<file path="src/rtl/ble_tx_seq_pkg.sv">
// ble_tx_seq_pkg: state encoding and shared widths for the BLE TX sequencer
package ble_tx_seq_pkg;
    localparam int BYTE_W = 8;
    localparam int CNT_W  = 16;
    typedef logic [2:0] state_t;
    localparam state_t ST_IDLE = 3'd0;
    localparam state_t ST_HDR  = 3'd1;
    localparam state_t ST_GAP  = 3'd2;
    localparam state_t ST_PLD  = 3'd3;
    localparam state_t ST_WAIT = 3'd4;
    localparam state_t ST_DONE = 3'd5;
    localparam state_t ST_ERR  = 3'd6;
    function automatic int level_w(input int depth);
        return $clog2(depth) + 1;
    endfunction
endpackage

</file>
<file path="src/rtl/ble_tx_byte_fifo.sv">
// ble_tx_byte_fifo: first-word fall-through byte FIFO with flush
module ble_tx_byte_fifo import ble_tx_seq_pkg::*; #(
    parameter int DEPTH = 16
) (
    input  logic                      clk,
    input  logic                      reset,
    input  logic                      flush,
    input  logic                      push,
    input  logic                      pop,
    input  logic [BYTE_W-1:0]         wdata,
    output logic [BYTE_W-1:0]         rdata,
    output logic                      full,
    output logic                      empty,
    output logic [level_w(DEPTH)-1:0] level
);
    localparam int AW = $clog2(DEPTH);
    localparam int LW = level_w(DEPTH);
    logic [BYTE_W-1:0] mem [DEPTH];
    logic [AW-1:0] wp, rp;
    logic do_push, do_pop;
    assign full    = level == LW'(DEPTH);
    assign empty   = level == '0;
    assign rdata   = mem[rp];
    assign do_pop  = pop && !empty;
    // a pop frees the slot this cycle, so a push while full still lands
    assign do_push = push && (!full || do_pop) && !flush;
    always_ff @(posedge clk) begin
        if (reset || flush) begin
            wp    <= '0;
            rp    <= '0;
            level <= '0;
        end else begin
            wp    <= wp + AW'(do_push);
            rp    <= rp + AW'(do_pop);
            level <= level + LW'(do_push) - LW'(do_pop);
        end
    end
    always_ff @(posedge clk)
        if (do_push) mem[wp] <= wdata;
endmodule

</file>
<file path="src/rtl/ble_tx_sequencer.sv">
// ble_tx_sequencer: header/gap/payload serializer for the BLE PHY TX chain; BLE_TX_SEQ_TIMEOUT_EN adds a done-pulse timeout
module ble_tx_sequencer import ble_tx_seq_pkg::*; #(
    parameter int HEADER_BITS    = 18,
    parameter int FIFO_DEPTH     = 16,
    parameter int GAP_CYCLES     = 4,
    parameter int TIMEOUT_CYCLES = 65535
) (
    input  logic                           clk,
    input  logic                           reset,
    input  logic                           start,
    input  logic [CNT_W-1:0]               payload_size,
    input  logic                           wr_en,
    input  logic [BYTE_W-1:0]              wr_data,
    output logic                           fifo_full,
    output logic [level_w(FIFO_DEPTH)-1:0] fifo_level,
    output logic                           tx_valid_in,
    output logic                           tx_data_in,
    input  logic                           tx_done_pulse,
    output logic                           busy,
    output logic                           done,
    output logic                           error
);
    if (HEADER_BITS < 1 || HEADER_BITS > 64 || GAP_CYCLES < 1 || TIMEOUT_CYCLES < 1 ||
        (FIFO_DEPTH & (FIFO_DEPTH - 1)) != 0) begin : g_bad_param
        $error("ble_tx_sequencer: illegal parameter value");
    end
    state_t state, nxt;
    logic [CNT_W-1:0] cnt, psize;
    logic [2:0] bit_idx;
    logic [BYTE_W-1:0] head;
    logic empty, pop, flush, serial, underflow, last, shift, accept, reject;
    ble_tx_byte_fifo #(.DEPTH(FIFO_DEPTH)) u_fifo (
        .clk(clk), .reset(reset), .flush(flush), .push(wr_en), .pop(pop),
        .wdata(wr_data), .rdata(head), .full(fifo_full), .empty(empty), .level(fifo_level)
    );
    always_ff @(posedge clk)
        state <= reset ? ST_IDLE : nxt;
    always_comb begin
        nxt = state;
        case (state)
            ST_IDLE: nxt = accept ? ST_HDR : ST_IDLE;
            ST_HDR:  nxt = underflow ? ST_ERR : last ? ST_GAP : ST_HDR;
            ST_GAP:  nxt = (cnt == CNT_W'(GAP_CYCLES - 1)) ? ST_PLD : ST_GAP;
            ST_PLD:  nxt = underflow ? ST_ERR : last ? ST_WAIT : ST_PLD;
`ifdef BLE_TX_SEQ_TIMEOUT_EN
            ST_WAIT: nxt = tx_done_pulse ? ST_DONE : (cnt == CNT_W'(TIMEOUT_CYCLES - 1)) ? ST_ERR : ST_WAIT;
`else
            ST_WAIT: nxt = tx_done_pulse ? ST_DONE : ST_WAIT;
`endif
            default: nxt = ST_IDLE;
        endcase
    end
    always_comb begin
        busy      = state != ST_IDLE;
        done      = state == ST_DONE;
        flush     = state == ST_ERR;
        accept    = state == ST_IDLE && start && payload_size != '0;
        reject    = state == ST_IDLE && start && payload_size == '0;
        serial    = state == ST_HDR || state == ST_PLD;
        underflow = serial && bit_idx == 3'd0 && empty;
        last      = state == ST_HDR ? cnt == CNT_W'(HEADER_BITS - 1) : cnt == psize - CNT_W'(1);
        shift     = serial && !underflow;
        pop       = shift && (bit_idx == 3'd7 || last);
    end
    // cnt restarts on every state change: bits in HDR/PLD, idle cycles in GAP/WAIT_DONE
    always_ff @(posedge clk) begin
        if (reset) begin
            cnt         <= '0;
            psize       <= '0;
            bit_idx     <= '0;
            error       <= 1'b0;
            tx_valid_in <= 1'b0;
            tx_data_in  <= 1'b0;
        end else begin
            cnt         <= (nxt != state) ? '0 : cnt + CNT_W'(1);
            psize       <= accept ? payload_size : psize;
            bit_idx     <= shift ? (last ? 3'd0 : bit_idx + 3'd1) : bit_idx;
            error       <= accept ? 1'b0 : (reject || flush) ? 1'b1 : error;
            tx_valid_in <= shift;
            tx_data_in  <= shift && head[bit_idx];
        end
    end
endmodule
</file>
<file path="config.mk">
export PLATFORM = sky130hd
export DESIGN_NAME = ble_tx_sequencer
export DESIGN_NICKNAME = d
export VERILOG_FILES = /design/src/rtl/ble_tx_seq_pkg.sv /design/src/rtl/ble_tx_byte_fifo.sv /design/src/rtl/ble_tx_sequencer.sv
export SDC_FILE = /design/constraint.sdc
export NUM_CORES = 1
export LEC_CHECK = 0
export ABC_AREA = 1
export CAP_MARGIN = 20
export CORE_AREA = 4 4 136 138
export CTS_BUF_LIST = sky130_fd_sc_hd__clkbuf_8
export DETAILED_ROUTE_END_ITERATION = 7
export DIE_AREA = 0 0 140 142
export HOLD_SLACK_MARGIN = 0.12
export PLACE_DENSITY_LB_ADDON = 0.3
export SETUP_SLACK_MARGIN = 0.02
export SYNTH_ARGS = -nofsm -noshare
export SYNTH_HDL_FRONTEND = slang
export SYNTH_HIERARCHICAL = 1
export SYNTH_SLANG_ARGS = --single-unit
</file>
<file path="constraint.sdc">
create_clock -name clk -period 4.41 [get_ports clk]
set_clock_uncertainty 0.1 [all_clocks]
set_input_delay 1.323 -clock clk [delete_from_list [all_inputs] [get_ports clk]]
set_output_delay 1.323 -clock clk [all_outputs]
set_load 0.02 [all_outputs]
</file>
# After elaboration in Yosys (flattened, before gate mapping)

Memory sizes are Yosys's and may differ from the RTL's. A register that Yosys moved wholly into a read port is not among the register bits.
Index checks and enable logic that the tools add are counted.

Add/sub/neg operators: 7
Multiplexer cells: 15
Eq/ne operators: 12
$lt $le $gt $ge: 1
Reductions and logical operators: 28

Operator list:

| operator                                                   | number |
|---|---|
| adder 16 x 1 -> 16 bit, second input constant              | 1 |
| equality test 16 bit                                       | 1 |
| equality test 16 x 2 -> 1 bit, second input constant       | 1 |
| equality test 16 x 5 -> 1 bit, second input constant       | 1 |
| logical NOT 16 bit                                         | 1 |
| nonzero test 16 bit                                        | 1 |
| subtractor 16 x 1 -> 16 bit, second input constant         | 1 |
| one-hot mux 3 bit (5 select lines)                         | 1 |
| equality test 3 bit, second input constant                 | 4 |
| 2-to-1 mux 3 bit                                           | 4 |
| logical AND 1 bit                                          | 11 |
| adder 4 x 1 -> 4 bit                                       | 2 |
| 2-to-1 mux 1 bit                                           | 7 |
| equality test 3 x 2 -> 1 bit, second input constant        | 2 |
| logical NOT 3 bit                                          | 2 |
| adder 5 x 1 -> 5 bit                                       | 1 |
| equality test 5 bit, second input constant                 | 1 |
| logical NOT 5 bit                                          | 1 |
| logical OR 1 bit                                           | 5 |
| subtractor 5 x 1 -> 5 bit                                  | 1 |
| logical NOT 1 bit                                          | 4 |
| less-than comparator 3 x 4 -> 1 bit, second input constant | 1 |
| 2-to-1 mux 4 bit                                           | 1 |
| OR reduction 2 bit                                         | 2 |
| 6 further kinds                                            | 6 |

Output and inout port bits: 11
Logic and storage cells: 74
Memories kept: 1
Flip-flop bits (word level): 54
Bits in writable memories: 128
Bits of input ports: 29

Memories:

| memory     | depth | width | rd ports | clocked after memory_dff | write ports | line                   | text |
|---|---|---|---|---|---|---|---|
| u_fifo.mem | 16    | 8     | 1        | 1                        | 1           | ble_tx_byte_fifo.sv:18 | `logic [BYTE_W-1:0] mem [DEPTH];` |

# Logic depth before layout (Yosys ltp)

Gate-level depths: netlist of run 1.

Word-level depth: 13
Depth in mapped cells: 30
Gate-level depth less buffers: 29

# Cells and area by module

The synthesis of run 1 kept the hierarchy.

By module, submodules not included:

| module           | area an instance (um2) | cells each | times used |
|---|---|---|---|
| ble_tx_byte_fifo | 6363.6                 | 650        | 1 |
| ble_tx_sequencer | 2663.8                 | 413        | 1 |

# Least setup slack after synthesis of run 1

OpenSTA, ideal clock, no wires.

Path kind: register to register
Start point: register psize[0]
End point: register u_fifo.level[4]
Arrival: 3.290 ns
Slack: 0.907 ns
Buffers on the path: 1
Stages on the path, launching flop included: 28
Setup time: 0.113 ns
Required time: 4.197 ns
Path through: dfxtp_1 -> inv_1 -> ha_1 -> nand2_1 -> nor2_2 -> nand3_1 -> nand3_1 -> nand2_1 -> nand2_1 -> nand3_1 -> nor2_1 -> nand3_2 -> a21oi_1 -> inv_1 -> nand2_1 -> nand3_2 -> buf_6 -> ha_1 -> inv_1 -> ha_1 -> inv_1 -> fa_1 -> inv_1 -> nand2_1 -> nand2_1 -> a21oi_1 -> nor2_1 -> nor2_1

Longest elaborated chain between the ends: 11

RTL lines:

| what                            | line                   | text |
|---|---|---|
| from (decl)                     | ble_tx_sequencer.sv:28 | `logic [CNT_W-1:0] cnt, psize;` |
| from (signal assigned)          | ble_tx_sequencer.sv:76 | `psize <= accept ? payload_size : psize;` |
| subtractor 16 x 1 -> 16 bit *   | ble_tx_sequencer.sv:61 | `last = state == ST_HDR ? cnt == CNT_W'(HEADER_BITS - 1) : cnt == psize - CNT_W'(1);` |
| equality test 16 bit *          | ble_tx_sequencer.sv:61 |  |
| 2-to-1 mux 1 bit *              | ble_tx_sequencer.sv:61 |  |
| logical OR 1 bit *              | ble_tx_sequencer.sv:63 | `pop = shift && (bit_idx == 3'd7 \|\| last);` |
| logical AND 1 bit *             | ble_tx_sequencer.sv:63 |  |
| net pop                         | ble_tx_sequencer.sv:31 | `logic empty, pop, flush, serial, underflow, last, shift, accept, reject;` |
| logical AND 1 bit *             | ble_tx_byte_fifo.sv:24 | `assign do_pop = pop && !empty;` |
| logical OR 1 bit                | ble_tx_byte_fifo.sv:26 | `assign do_push = push && (!full \|\| do_pop) && !flush;` |
| logical AND 1 bit (2 in series) | ble_tx_byte_fifo.sv:26 |  |
| adder 5 x 1 -> 5 bit            | ble_tx_byte_fifo.sv:35 | `level <= level + LW'(do_push) - LW'(do_pop);` |
| subtractor 5 x 1 -> 5 bit *     | ble_tx_byte_fifo.sv:35 |  |
| to (signal assigned)            | ble_tx_byte_fifo.sv:35 |  |
| to (decl)                       | ble_tx_byte_fifo.sv:14 | `output logic [level_w(DEPTH)-1:0] level` |

The timed path passes the listed nets; every way through them passes the cells marked *.
A chain may end at the register's enable or synchronous reset.

# Worst setup path after layout of run 1

Ends and elaborated chain as after synthesis.

==> results.txt, run 1 <==
Outcome: finished, final reports clean
CTS tree: built
DIE HEIGHT: 142 um
Worst min-delay path category: flop to flop
FF/Latch Area: 0.00493 mm^2
Yosys cell types: 36
First-pass GRT wire length: 31.5 mm
YS warnings: 6
Placed cell count: 1299
Mean post-synth cell area: 8.49 um^2
Power Dens Cells: 414 mW/mm^2
Sequential Power Share: 48.9%
WP data arrival: 4090 ps
Die Wd: 140 um
Routed Antenna Nets: 0
Total gr overflow: 0
Leak: 4.19 nW
RSZ-0062 raised after global routing: false
CORE AREA: 0.0172 mm^2
Multi-input gate area: 0.00316 mm^2
Layout cells sized above 1: 6.33%
Sw Ratio: 34.2%
Routed wire length: 19.9 mm
Total power: 0.00411 W
Comb pwr share: 22.8%
Internal power: 0.00271 W
Startpoint Class: flop
Setup violators final: 0
Initial antenna violation count: 0
Drt wl/cell: 15.0 um
Hold Buf Count CTS: 0
Max Buffers Root-to-Sink: 2
Final-report hold violation count: 0
# DRC: 0
Via-to-Cell Ratio: 5.13
Max Clk Rate: 265 MHz
Clk network pwr share: 28.3%
CP bufs+invs: 5
Setup TNS: 0 ps
Area grow syn2layout: 9.99%
CTS resizes: 0
Critical Path Sink Type: flop
Switching power: 0.00140 W
Most frequent cells in the layout: nand2_1 (283), inv_1 (184), nand3_1 (137), edfxtp_1 (128), nor2_1 (83)
Initial detailed-routing violation count: 541
Setup CP Type: flop to flop
CTS Buf Count: 17
H-tree depth: 4
Seq/Total Area, Yosys: 54.6%
Gr usage total: 20.2%
Final Critical Period: 3780 ps
Post-synthesis register bit count: 182
Largest stage delay on the critical path: 370 ps
Register-to-Register Setup Slack: 630 ps
Row cnt: 48
Worst-skew pair later-pin latency: 470 ps
Req. time, crit path: 4720 ps
Max_cap viols: 0
CP max FO: 5
Via count: 6830
DR pass1 iterations: 5
Slew margin rel.: 35.7%
Starting Density: 52.6%
Synth Cell Area: 0.00903 mm^2
# IOs: 40
CP top delay family: simple AND/OR/NAND/NOR gates
Number of diodes: 0
Num Clock Sinks: 182
Post-Syn Nets: 1108
Clock slew seen by the registers of the worst setup and hold paths: 110 ps
Vias in the first global route: 6156
Most common cell after layout, fill and taps aside: nand2_1
Measured slew at the worst slew-check pin: 964 ps
DP Wirelength: 13.3 mm
Largest net degree at the start of global routing: 66
Die area: 0.0199 mm^2
Mapped Cells: 1063
Routability cong.: 0.908
Root Buffer: clkbuf_8
Non-Filler Instances: 1331
Postcts setup bufs: 0
Final-layout fill cell count: 1549
Slew Viols, Final: 0
Final worst-path cycle share: 85.6%
Crit path max-delay cell type: fa_1
Most common cell on crit path: nand2_1
PortBufs: 39
Nets: 1138
Worst IR drop on VDD: 246 uV
[worst reg2reg max path: cells and delay by family, from the launching register on]
| family | cells | cell delay, ps |
|---|---|---|
| AOI/OAI and AO/OA | 2 | 280 |
| adders and majority gates | 4 | 1060 |
| buffers and inverters | 5 | 350 |
| DFF | 1 | 320 |
| and+or+nand+nor | 16 | 1620 |
[final timing paths]
kind                  start               to  cells past startpoint
setup / recovery   psize[0]  u_fifo/level[4]                     27
hold reg to reg   psize[15]        psize[15]                      2
setup reg to reg   psize[0]  u_fifo/level[4]                     27
hold / removal    psize[15]        psize[15]                      2
[registers in the layout, indices dropped and copies added (netlist names), 3 cells and up]
| name | cells |
|---|---|
| bit_idx | 3 |
| cnt | 16 |
| psize | 16 |
| state | 3 |
| u_fifo/level | 5 |
| u_fifo/mem | 128 |
| u_fifo/rp | 4 |
| u_fifo/wp | 4 |
[layout make-up]
cell class / count / share of cell area (%)
clock buffer: 17 / 2.36
clock inverter: 15 / 1.93
inverter: 188 / 7.11
multi-input combinational: 659 / 31.8
sequential: 182 / 49.6
tap: 225 / 2.84
timing repair buffer: 45 / 4.39
[routing by layer]
layer	track usage [%]	vias to the layer above	part of all wire, %
li1	-	3486	-
met1	25.7	3140	43
met2	34.9	176	49
met3	4.20	28	5.4
met4	6.12	0	2.2
met5	0	-	0
[kinds of logic after synthesis]
group,synth area share (%)
AO/OA/AOI/OAI,3.44
XOR/XNOR,1.65
AND/OR/NAND/NOR,27.6
flip-flops,54.6
adder cells (fa/ha/maj),2.30
buffers and inverters,10.5
[power groups by stage]
stage | sequential [W] | clock [W] | combinational [W]
after floorplan | 0.00205 | 0 | 0.000672
after global placement | 0.00205 | 0 | 0.000913
after detailed placement | 0.00205 | 0 | 0.000932
after CTS | 0.00201 | 0.00119 | 0.000937
after global routing | 0.00203 | 0.00126 | 0.00106
final | 0.00201 | 0.00117 | 0.000936
[cells in the mapped netlist, drive strengths merged]
library cell    n  area share [%]
o221a           2            0.25
clkinv          1           0.042
a21oi          28             1.6
dfxtp          54              12
nor3           10            0.61
a211oi          1           0.083
nor4            7            0.49
nor2           99             4.7
nand3b          3            0.29
nand3         140             8.0
and3            1           0.069
ha             15             2.1
nand4          18             1.2
nand2         288              12
buf            29             2.5
edfxtp        128              43
xor2           14             1.4
and2            1           0.069
xnor2           3            0.29
o21ai          28             1.6
clkbuf          5            0.21
inv           187             7.8
fa              1            0.22
[metrics by stage]
| stage | setup slack (ps) | cell area, um^2 | utilization, % | hold WS, ps |
|---|---|---|---|---|
| after floorplan | 907 | 9030 | - | 340 |
| after global placement | 448 | 9500 | 55.3 | 361 |
| after detailed placement | 468 | 9500 | 55.3 | 369 |
| after CTS | 650 | 9930 | 57.8 | 384 |
| after global routing | 265 | 9930 | 57.8 | 430 |
| final | 633 | 9930 | 57.8 | 380 |
No activity file was read; power rests on OpenSTA's default activity.
==> run 2, diff against run 1 <==
clock period = 3.3 ns   (was 4.41 ns; I/O delays follow)
==> results.txt, run 2 (synthesis results as in run 1) <==
Outcome: finished, violations left (was finished, final reports clean)
Failing checks: setup timing
Max_cap viols: 0 (unchanged)
Req. time, crit path: 3600 ps (was 4720 ps)
Non-Filler Instances: 1381 (was 1331)
Hold slack: 389 ps (was 380 ps)
Die Wd: 140 um (unchanged)
Gr usage total: 21.1% (was 20.2%)
Starting Density: 52.6% (unchanged)
Worst-skew pair later-pin latency: 460 ps (was 470 ps)
Slew Viols, Final: 0 (unchanged)
Setup violators final: 1 (was 0)
Root Buffer: clkbuf_8 (unchanged)
Setup TNS: -76.4 ps (was 0 ps)
Clock slew seen by the registers of the worst setup and hold paths: 90 ps (was 110 ps)
Placed cell count: 1338 (was 1299)
First-pass GRT wire length: 33.4 mm (was 31.5 mm)
Row cnt: 48 (unchanged)
Vias in the first global route: 6759 (was 6156)
Worst min-delay path category: flop to flop (unchanged)
Critical Path Sink Type: flop (unchanged)
Routed Antenna Nets: 0 (unchanged)
Nets: 1189 (was 1138)
# DRC: 0 (unchanged)
Most common cell on crit path: nand2_1 (unchanged)
DP Wirelength: 13.7 mm (was 13.3 mm)
Setup WS post-layout: -76.4 ps (was 633 ps)
Max Buffers Root-to-Sink: 2 (unchanged)
DIE HEIGHT: 142 um (unchanged)
Leak: 4.47 nW (was 4.19 nW)
Power Dens Cells: 541 mW/mm^2 (was 414 mW/mm^2)
Via-to-Cell Ratio: 5.18 (was 5.13)
Num Clock Sinks: 182 (unchanged)
Final-layout fill cell count: 1494 (was 1549)
CP top delay family: simple AND/OR/NAND/NOR gates (unchanged)
Most frequent cells in the layout: nand2_1 (273), inv_1 (182), nand3_1 (131), edfxtp_1 (128), nor2_1 (73) (was nand2_1 (283), inv_1 (184), nand3_1 (137), edfxtp_1 (128), nor2_1 (83))
Startpoint Class: flop (unchanged)
Dpl ws: -62.4 ps (was 468 ps)
Most common cell after layout, fill and taps aside: nand2_1 (unchanged)
Area grow syn2layout: 16.2% (was 9.99%)
Hold Buf Count CTS: 0 (unchanged)
Final Util: 61.1% (was 57.8%)
RSZ-0062 raised after global routing: true (was false)
Total gr overflow: 0 (unchanged)
Initial detailed-routing violation count: 578 (was 541)
Via count: 7150 (was 6830)
H-tree depth: 4 (unchanged)
Slew margin rel.: 54.6% (was 35.7%)
Largest net degree at the start of global routing: 66 (unchanged)
CP bufs+invs: 5 (unchanged)
Crit path max-delay cell type: dfxtp_2 (was fa_1)
Max FFs per register: 128 (unchanged)
Largest stage delay on the critical path: 340 ps (was 370 ps)
Die area: 0.0199 mm^2 (unchanged)
Final Critical Period: 3380 ps (was 3780 ps)
Routability cong.: 0.882 (was 0.908)
Routed wire length: 20.9 mm (was 19.9 mm)
Setup CP Type: flop to flop (unchanged)
PortBufs: 39 (unchanged)
CTS Buf Count: 17 (unchanged)
Worst IR drop on VDD: 268 uV (was 246 uV)
Layout cells sized above 1: 14.0% (was 6.33%)
DR pass1 iterations: 5 (unchanged)
Initial antenna violation count: 0 (unchanged)
Measured slew at the worst slew-check pin: 679 ps (was 964 ps)
Biggest register: u_fifo/mem (unchanged)
CTS tree: built (unchanged)
WP data arrival: 3680 ps (was 4090 ps)
Number of diodes: 0 (unchanged)
Final-report hold violation count: 0 (unchanged)
Biggest regs: u_fifo/mem (128), cnt (16), psize (16) (unchanged)
CORE AREA: 0.0172 mm^2 (unchanged)
Final worst-path cycle share: 102% (was 85.6%)
CP max FO: 5 (unchanged)
# IOs: 40 (unchanged)
Max Clk Rate: 296 MHz (was 265 MHz)
Drt wl/cell: 15.1 um (was 15.0 um)
==> run 2: changes by cell type in the layout (fill, tap and decap cells not counted), sizes merged <==
cell / delta
inv: -1
bufinv: +1
clkinvlp: -2
buf: +51
clkinv: +1
==> run 2: report_power, final <==
| group | internal, W | leakage [nW] | total (W) | switching [W] |
|---|---|---|---|---|
| registers | 0.00259 | 1.60 | 0.00270 | 0.000114 |
| clock network | 0.000601 | 0.191 | 0.00142 | 0.000819 |
| logic | 0.000621 | 2.68 | 0.00156 | 0.000936 |
| total | 0.00381 | 4.47 | 0.00568 | 0.00187 |
==> run 2: routing by layer <==
metal,up-vias,track usage (%),part of all wire [%]
li1,3569,-,-
met1,3319,26.6,42
met2,234,36.7,50
met3,28,4.44,5.7
met4,0,6.22,1.7
met5,-,0,0
==> run 2: worst paths after layout <==
| check | start | end | slack, ps | cells past startpoint |
|---|---|---|---|---|
| hold / removal | cnt[0] | cnt[0] | 390 | 1 |
| setup reg to reg | psize[1] | u_fifo/level[4] | -80 | 27 |
| hold reg to reg | cnt[0] | cnt[0] | 390 | 1 |
| setup / recovery | psize[1] | u_fifo/level[4] | -80 | 27 |
==> run 2: final cells by class <==
type | instances | area [um^2] | share of cell area, %
Multi-Input combinational cell | 659 | 3340 | 31.9
Clock inverter | 14 | 126 | 1.20
Tap cell | 225 | 282 | 2.68
Inverter | 188 | 708 | 6.75
Clock buffer | 17 | 234 | 2.23
Timing Repair Buffer | 96 | 860 | 8.20
Sequential cell | 182 | 4940 | 47.1
==> run 2: stage by stage <==
stage               total power, W  area (um^2)
floorplan                  0.00368         9080
global route               0.00599        10500
detailed placement         0.00413         9890
CTS                        0.00560        10400
finish                     0.00568        10500
global placement           0.00409         9890
==> run 2: repair_timing <==
action	in CTS	in global routing
endpoints found under the setup margin	1	4
pin swaps	17	27
gates cloned	0	0
gates resized for setup	19	24
buffers inserted	6	7
